### config.mk
export PLATFORM = sky130hd
export DESIGN_NAME = pc_stack
export DESIGN_NICKNAME = d
export VERILOG_FILES = /design/src/rtl/pc_pkg.sv /design/src/rtl/pc_stack_return_stack.sv /design/src/rtl/pc_stack.sv
export SDC_FILE = /design/constraint.sdc
export NUM_CORES = 1
export LEC_CHECK = 0
export ABC_AREA = 1
export CAP_MARGIN = 15
export CELL_PAD_IN_SITES_DETAIL_PLACEMENT = 0
export CELL_PAD_IN_SITES_GLOBAL_PLACEMENT = 1
export CORE_AREA = 2 2 116 73
export CTS_CLUSTER_DIAMETER = 120
export DETAILED_ROUTE_END_ITERATION = 7
export DIE_AREA = 0 0 118 75
export GPL_ROUTABILITY_DRIVEN = 0
export PLACE_DENSITY_LB_ADDON = 0.1
export SYNTH_ARGS = -nofsm -noshare
export SYNTH_HDL_FRONTEND = slang
export SYNTH_SLANG_ARGS = --single-unit
### constraint.sdc
create_clock -name clk -period 2.5 [get_ports clk]
set_input_delay 0.5 -clock clk [delete_from_list [all_inputs] [get_ports clk]]
set_output_delay 0.5 -clock clk [all_outputs]
set_load 0.02 [all_outputs]
### src/rtl/pc_pkg.sv
// pc_pkg: shared definitions for the program counter with return stack.
//   pc_op_t        - the single operation executed in a given cycle
//   PC_WIDTH_DEF   - default address width
//   PC_DEPTH_DEF   - default return-stack depth
package pc_pkg;

  localparam int PC_WIDTH_DEF = 12;
  localparam int PC_DEPTH_DEF = 4;

  typedef enum logic [2:0] {
    OP_HOLD  = 3'd0,
    OP_COUNT = 3'd1,
    OP_LOAD  = 3'd2,
    OP_CALL  = 3'd3,
    OP_RET   = 3'd4
  } pc_op_t;

endpackage

### src/rtl/pc_stack_return_stack.sv
// return_stack: DEPTH x WIDTH register-file LIFO holding return addresses.
// Ports:
//   clk    - system clock
//   reset  - synchronous active-high reset (clears level only)
//   push   - write wdata at the current level (ignored when full)
//   pop    - drop the top entry (ignored when empty)
//   wdata  - return address to push
//   rdata  - current top entry (meaningless while empty)
//   level  - number of valid entries, 0..DEPTH
//   full   - level == DEPTH
//   empty  - level == 0
module return_stack
  import pc_pkg::*;
#(
  parameter int WIDTH = PC_WIDTH_DEF,
  parameter int DEPTH = PC_DEPTH_DEF,
  parameter int LVL_W = $clog2(DEPTH + 1)
) (
  input  logic             clk,
  input  logic             reset,
  input  logic             push,
  input  logic             pop,
  input  logic [WIDTH-1:0] wdata,
  output logic [WIDTH-1:0] rdata,
  output logic [LVL_W-1:0] level,
  output logic             full,
  output logic             empty
);

  localparam int IDX_W = (DEPTH > 1) ? $clog2(DEPTH) : 1;

  logic [WIDTH-1:0] mem_r [DEPTH];
  logic [LVL_W-1:0] level_r;
  logic [IDX_W-1:0] wr_idx_s;
  logic [IDX_W-1:0] rd_idx_s;
  logic             full_s;
  logic             empty_s;
  logic             do_push_s;
  logic             do_pop_s;

  assign full_s    = (level_r == LVL_W'(DEPTH));
  assign empty_s   = (level_r == {LVL_W{1'b0}});
  // Illegal push/pop are swallowed here; the top turns them into sticky flags.
  assign do_push_s = push & ~full_s;
  assign do_pop_s  = pop & ~empty_s & ~push;

  // Index truncation is safe: a write only happens below DEPTH, a read only above 0.
  assign wr_idx_s = IDX_W'(level_r);
  assign rd_idx_s = IDX_W'(level_r - LVL_W'(1));

  // Occupancy counter.
  always_ff @(posedge clk) begin
    if (reset) begin
      level_r <= {LVL_W{1'b0}};
    end else if (do_push_s) begin
      level_r <= level_r + LVL_W'(1);
    end else if (do_pop_s) begin
      level_r <= level_r - LVL_W'(1);
    end else begin
      level_r <= level_r;
    end
  end

  // Storage array: not cleared by reset, contents are unobservable at level 0.
  always_ff @(posedge clk) begin
    if (do_push_s && !reset) begin
      mem_r[wr_idx_s] <= wdata;
    end
  end

  assign rdata = mem_r[rd_idx_s];
  assign level = level_r;
  assign full  = full_s;
  assign empty = empty_s;

endmodule

### src/rtl/pc_stack.sv
// pc_stack: program counter with an integrated hardware return stack.
// Ports:
//   clk         - system clock
//   reset       - synchronous active-high reset, highest priority
//   in          - jump/call target address
//   nLoadEnable - active-low jump (out <= in)
//   countEnable - increment (out <= out + 1)
//   call        - push out+1, jump to in
//   ret         - jump to top of stack, pop
//   out         - registered program counter
//   level       - registered number of stacked return addresses
//   full/empty  - decoded from level
//   overflow    - sticky: call while full
//   underflow   - sticky: ret while empty
// Priority: call > ret > load > count > hold; losing requests are dropped.
module pc_stack
  import pc_pkg::*;
#(
  parameter int WIDTH = PC_WIDTH_DEF,
  parameter int DEPTH = PC_DEPTH_DEF,
  parameter int LVL_W = $clog2(DEPTH + 1)
) (
  input  logic             clk,
  input  logic             reset,
  input  logic [WIDTH-1:0] in,
  input  logic             nLoadEnable,
  input  logic             countEnable,
  input  logic             call,
  input  logic             ret,
  output logic [WIDTH-1:0] out,
  output logic [LVL_W-1:0] level,
  output logic             full,
  output logic             empty,
  output logic             overflow,
  output logic             underflow
);

  pc_op_t           op_s;
  logic [WIDTH-1:0] out_r;
  logic [WIDTH-1:0] inc_s;
  logic [WIDTH-1:0] top_s;
  logic             push_s;
  logic             pop_s;
  logic             full_s;
  logic             empty_s;
  logic             overflow_r;
  logic             underflow_r;

  // Fixed-priority decode of the request lines into one operation.
  always_comb begin
    op_s = OP_HOLD;
    if (call) begin
      op_s = OP_CALL;
    end else if (ret) begin
      op_s = OP_RET;
    end else if (!nLoadEnable) begin
      op_s = OP_LOAD;
    end else if (countEnable) begin
      op_s = OP_COUNT;
    end else begin
      op_s = OP_HOLD;
    end
  end

  // Wraps modulo 2^WIDTH; also used as the pushed return address.
  assign inc_s  = out_r + WIDTH'(1);
  assign push_s = (op_s == OP_CALL);
  assign pop_s  = (op_s == OP_RET);

  return_stack #(
    .WIDTH (WIDTH),
    .DEPTH (DEPTH),
    .LVL_W (LVL_W)
  ) u_return_stack (
    .clk   (clk),
    .reset (reset),
    .push  (push_s),
    .pop   (pop_s),
    .wdata (inc_s),
    .rdata (top_s),
    .level (level),
    .full  (full_s),
    .empty (empty_s)
  );

  // Program counter register.
  always_ff @(posedge clk) begin
    if (reset) begin
      out_r <= {WIDTH{1'b0}};
    end else begin
      case (op_s)
        OP_CALL:  out_r <= full_s  ? out_r : in;
        OP_RET:   out_r <= empty_s ? out_r : top_s;
        OP_LOAD:  out_r <= in;
        OP_COUNT: out_r <= inc_s;
        OP_HOLD:  out_r <= out_r;
        default:  out_r <= out_r;
      endcase
    end
  end

  // Sticky error flags; they never block later valid operations.
  always_ff @(posedge clk) begin
    if (reset) begin
      overflow_r  <= 1'b0;
      underflow_r <= 1'b0;
    end else begin
      overflow_r  <= overflow_r  | (push_s & full_s);
      underflow_r <= underflow_r | (pop_s & empty_s);
    end
  end

  assign out       = out_r;
  assign full      = full_s;
  assign empty     = empty_s;
  assign overflow  = overflow_r;
  assign underflow = underflow_r;

endmodule

==> results of run 1 <==
==> power groups by stage <==
stage	Sequential, uW	Clock (uW)	Combinational (uW)
2_1_floorplan	1400	0	430
6_report	1340	1090	749
3_5_place_dp	1360	0	753
5_1_grt	1350	1170	843
4_1_cts	1340	1120	756
3_3_place_gp	1360	0	756
==> per-layer routing <==
layer	vias up	track usage (%)	routed length [um]
met5	-	0	0
met4	0	7.363	127
met3	8	6.439	403
met2	58	30.23	3425
met1	1178	26.69	4023
li1	1307	-	-
==> how the worst max path moves through the flow <==
stage                            startpoint                          to  slack [ns]  depth (start not counted)
detailed placement                     call                      out[2]        0.42                          8
global placement                       call                      out[3]        0.40                          8
global route        u_return_stack.level[1]                       empty        0.05                          5
finish              u_return_stack.level[1]                       empty        0.18                          5
floorplan           u_return_stack.level[0]  u_return_stack.mem_r[1][0]      -0.002                          9
CTS                 u_return_stack.level[1]                       empty        0.16                          5
==> cell families (layout without fill, tap and decap cells) <==
logic type | Yosys count | in the layout | share of synthesized area [%]
AND/OR/NAND/NOR | 210 | 210 | 27.93
buffers and inverters | 50 | 99 | 6.627
adder cells (fa/ha/maj) | 6 | 6 | 2.367
flip-flops | 65 | 65 | 56.17
AO/OA/AOI/OAI | 38 | 38 | 6.351
XOR/XNOR | 2 | 2 | 0.5524
==> critical path: stages, from the launching register on <==
cell and delay, ns:
dfxtp_1 0.34, inv_1 0.11, ha_1 0.19, inv_1 0.08, nor2_2 0.15, clkdlybuf4s50_1 0.63
==> cells in the mapped netlist, types with 3 or more instances <==
| cell type | instances | area share, % |
|---|---|---|
| a21oi_1 | 17 | 2.7 |
| and2_1 | 7 | 1.4 |
| buf_2 | 6 | 0.95 |
| clkbuf_1 | 3 | 0.36 |
| dfxtp_1 | 17 | 11 |
| edfxtp_1 | 48 | 45 |
| ha_1 | 6 | 2.4 |
| inv_1 | 33 | 3.9 |
| inv_2 | 4 | 0.47 |
| nand2_1 | 95 | 11 |
| nand3_1 | 47 | 7.4 |
| nor2_1 | 54 | 6.4 |
| nor2_2 | 3 | 0.59 |
| o21ai_0 | 15 | 2.4 |
==> layout make-up <==
type                       count  area [sq um]
multi-input combinational    256          1180
fill                         744          3790
sequential                    65          1782
inverter                      38         142.6
timing repair buffer          46         435.4
clock buffer                   9         225.2
tap                          108         135.1
clock inverter                 6         36.28
==> sequential cells by signal, summed over array words and instances (netlist names) <==
name	flops
u_return_stack.mem_r	48
u_return_stack.level	3
underflow	1
overflow	1
out	12
==> metrics by stage <==
step / cell area, sq um / std cells / TNS, ns
floorplan: 3172 / 371 / -0.05903
global placement: 3675 / 513 / 0
detailed placement: 3675 / 513 / 0
CTS: 3936 / 528 / 0
global route: 3936 / 528 / 0
finish: 3936 / 528 / 0
==> run_results.csv, run 1 <==
group,metric,value,unit
floorplanning,die_h,75,um
timing,rsz0062_at_grt,"false",
grt,grt_max_degree,30,
route,drt_pass1_iterations,4,
pwr,power.density,807.1,mW/mm^2
pwr,p_sw_share,30.49,%
cts,clock_path_buffers,2,
timing,clock_skew,0.008242,ns
yosys,synth_warnings,0,
pwr,p_comb_share,23.6,%
timing,maxSlewHeadroom,65.30,%
critical_path,critPathKind,"flip-flop to primary output",
yosys,ys_async_sr_fraction,0,%
pwr,clkPwrFrac,34.2,%
worst_hold_path,hold_class,"flip-flop to flip-flop",
cts,cts-root-buf,"clkbuf_16",
cts,post_cts_buffers,0,
route,vias,2551,
route,drc,0,
timing,timing.hold.ws,0.4605,ns
yosys,netlist_area,0.003172,sq mm
timing,finalCriticalPeriod,2.319,ns
flow_run,cap_viol_max_count,0,
yosys,synthFlopType,"edfxtp_1",
critical_path,r2r_end,"out[2]",
route,wl_per_cell,15.11,um
layout,syn_to_final_growth,24.10,%
route,initialDrtViolationCount,154,
cts,cts_sinks,65,
pwr,peakVddDrop,0.4707,mV
worst_hold_path,holdPathStages,1,
grt,global_route.usage.total,19.76,%
timing,fmax,0.4313,GHz
grt,grt_pass1_wl,12.90,mm
layout,drive_gt1_share,7.857,%
grt,overflow,0,
critical_path,ff2ff_setup_slack,0.67,ns
timing,slew_violations,0,
status,run_status,"completed",
grt,antenna_found_initial,0,
layout,final_common_cell,"nand2_1",
route,ant_nets,0,
place,hpwl,5.686,mm
yosys,synth_seq_cells,65,
route,drt_wl_total,7.979,mm
critical_path,cp-start-kind,"flip-flop",
route,vias_per_cell,4.831,
timing,fin_ws,0.1814,ns
worst_hold_path,hp-start,"overflow",
pwr,power.leakage,0.001620,uW
yosys,synthCells,371,
pwr,net-switching-power,968.8,uW
yosys,avgSynthCellArea,8.549,sq um
floorplanning,core-area,0.007726,sq mm
timing,tightest_slew,0.5199,ns
critical_path,critPathCaptureType,"primary output",
critical_path,ff2ff_path_depth,10,
cts,clk_pin_slew,0.05,ns
layout,finish.utilization,50.95,%
cts,htreeDepth,3,
layout,final_cell_mix,"nand2_1 (95), nor2_1 (54), edfxtp_1 (48)",
cts,cts_resized,0,
cts,ctsHoldBuffers,0,
cts,tritoncts,"yes",
yosys,synth_enable_flop_cells,48,
layout,diodes,0,
worst_hold_path,holdPathEnd,"overflow",
pwr,power,3177,uW
critical_path,worstPathArrival,1.82,ns
pwr,internal_power,2208,uW
critical_path,r2r-start,"u_return_stack.level[1]",
critical_path,crit_fanout,5,
yosys,synth_cell_types,26,
floorplanning,io_pins,37,
yosys,ys_seq_area_share,56.17,%
cts,clk_latency,0.33,ns
floorplanning,die_w,118,um
cts,cts_made_buffers,9,
place,port_buffers,36,
place,pre_cts_slack,0.4174,ns
timing,setup_violations,0,
timing,period_share,92.75,%
floorplanning,rows,25,
floorplanning,initial_core_util,41.05,%
grt,grt_pass1_vias,2463,
timing,hold_viol,0,
pwr,p_seq_share,42.2,%
floorplanning,fp.dieArea,0.008850,sq mm
critical_path,cp.required,2.00,ns
layout,fin_nets,440,
yosys,syn_nets,395,
(Power assumes the default switching activity.)
==> run 2: changes to the inputs <==
==> constraint.sdc (replaced) <==
create_clock -name clk -period 2.5 [get_ports clk]
set_input_delay 0.5 -clock clk [delete_from_list [all_inputs] [get_ports clk]]
set_output_delay 0.5 -clock clk [all_outputs]
set_load 0.01 [all_outputs]
==> run_results.csv, run 2 (synthesis results as in run 1) <==
group,metric,value,unit
layout,finish.utilization,51.26,%
critical_path,r2r-start,"u_return_stack.level[1]",
critical_path,r2r_end,"out[2]",
pwr,clkPwrFrac,36.9,%
timing,tightest_slew,0.4849,ns
floorplanning,io_pins,37,
grt,overflow,0,
cts,tritoncts,"yes",
cts,ctsHoldBuffers,0,
grt,grt_pass1_wl,12.78,mm
route,initialDrtViolationCount,187,
critical_path,startpoint,"u_return_stack.level[1]",
worst_hold_path,hold_class,"flip-flop to flip-flop",
pwr,p_comb_share,21.8,%
route,drt_wl_total,7.938,mm
pwr,power.leakage,0.001635,uW
layout,regMostFlops,"u_return_stack.mem_r",
route,vias,2577,
route,drc,0,
status,run_status,"completed",
layout,syn_to_final_growth,24.85,%
cts,cts_made_buffers,9,
timing,finalCriticalPeriod,2.349,ns
timing,setup_tns,0,ns
floorplanning,initial_core_util,41.05,%
place,hpwl,5.628,mm
timing,setup_violations,0,
pwr,internal_power,2312,uW
critical_path,crit_fanout,5,
grt,global_route.usage.total,19.34,%
pwr,net-switching-power,939.2,uW
layout,fin_nets,440,
timing,rsz0062_at_grt,"false",
cts,post_cts_buffers,0,
layout,drive_gt1_share,8.333,%
grt,antenna_found_initial,0,
cts,cts_sinks,65,
critical_path,worstPathArrival,1.85,ns
cts,cts_resized,0,
route,vias_per_cell,4.881,
layout,design_area,0.003960,sq mm
layout,final_common_cell,"nand2_1",
critical_path,cp-endpoint,"empty",
pwr,p_seq_share,41.2,%
timing,maxSlewHeadroom,67.64,%
floorplanning,die_h,75,um
floorplanning,fp.dieArea,0.008850,sq mm
place,port_buffers,36,
critical_path,cp.required,2.00,ns
floorplanning,die_w,118,um
critical_path,critPathCaptureType,"primary output",
grt,grt_pass1_vias,2407,
critical_path,ff2ff_setup_slack,0.62,ns
critical_path,critPathKind,"flip-flop to primary output",
pwr,peakVddDrop,0.4356,mV
layout,final-instance-count-excl-fill,528,
cts,clock_path_buffers,2,
critical_path,ff2ff_path_depth,10,
route,ant_nets,0,
timing,hold_viol,0,
pwr,p_sw_share,28.89,%
timing,period_share,93.96,%
layout,largest_reg_flops,48,
layout,final_cell_mix,"nand2_1 (95), nor2_1 (54), edfxtp_1 (48)",
route,wl_per_cell,15.03,um
critical_path,cp-start-kind,"flip-flop",
layout,diodes,0,
timing,slew_violations,0,
floorplanning,core-area,0.007726,sq mm
floorplanning,rows,25,
cts,clk_pin_slew,0.05,ns
route,drt_pass1_iterations,5,
cts,clk_latency,0.33,ns
place,dpl.cell_count,513,
cts,cts-root-buf,"clkbuf_16",
cts,htreeDepth,3,
timing,clock_skew,0.006558,ns
flow_run,cap_viol_max_count,0,
grt,grt_max_degree,30,
pwr,power.density,821.0,mW/mm^2
place,placed_area,0.003675,sq mm
timing,fmax,0.4257,GHz
-- run 2: final cells by class --
class,count,area [sq um]
clock buffer,9,225.2
inverter,38,142.6
sequential,65,1782
multi-input combinational,256,1180
tap,108,135.1
timing repair buffer,46,435.4
clock inverter,6,60.06
fill,763,3766
-- run 2: power groups by stage --
stage | Clock, uW | Combinational, uW | Sequential, uW
final | 1200 | 710 | 1340
after global routing | 1280 | 799 | 1350
after CTS | 1230 | 721 | 1340
after detailed placement | 0 | 716 | 1360
after global placement | 0 | 718 | 1360
after floorplan | 0 | 424 | 1370
-- run 2: routing by layer --
metal,part of all wire (%),up-vias,global-route usage (%)
met5,0,-,0
met2,44,64,31.01
met3,4.9,4,5.985
li1,-,1307,-
met4,0.69,0,5.087
met1,51,1202,26.01
-- run 2: worst min-delay path by stage --
stage               from  cells past startpoint  slack, ns        end
5_1_grt         overflow                      1       0.50   overflow
2_1_floorplan  underflow                      2       0.50  underflow
4_1_cts         overflow                      1       0.47   overflow
3_3_place_gp   underflow                      2       0.45  underflow
6_report        overflow                      1       0.46   overflow
3_5_place_dp    overflow                      1       0.46   overflow
-- run 2: per-stage QoR --
step           hold slack, ns  worst slack [ns]  total power (uW)
4_1_cts                0.4694            0.1338              3288
6_report               0.4620            0.1510              3251
3_3_place_gp           0.4498            0.4067              2080
2_1_floorplan          0.5047            0.1407              1792
3_5_place_dp           0.4568            0.3989              2079
5_1_grt                0.5044           0.04515              3434
-- run 2: critical path, stage by stage, from the launching register on --
cell and delay (ns):
dfxtp_1 0.35, inv_1 0.12, ha_1 0.22, inv_1 0.10, nor2_2 0.18, clkdlybuf4s50_1 0.57
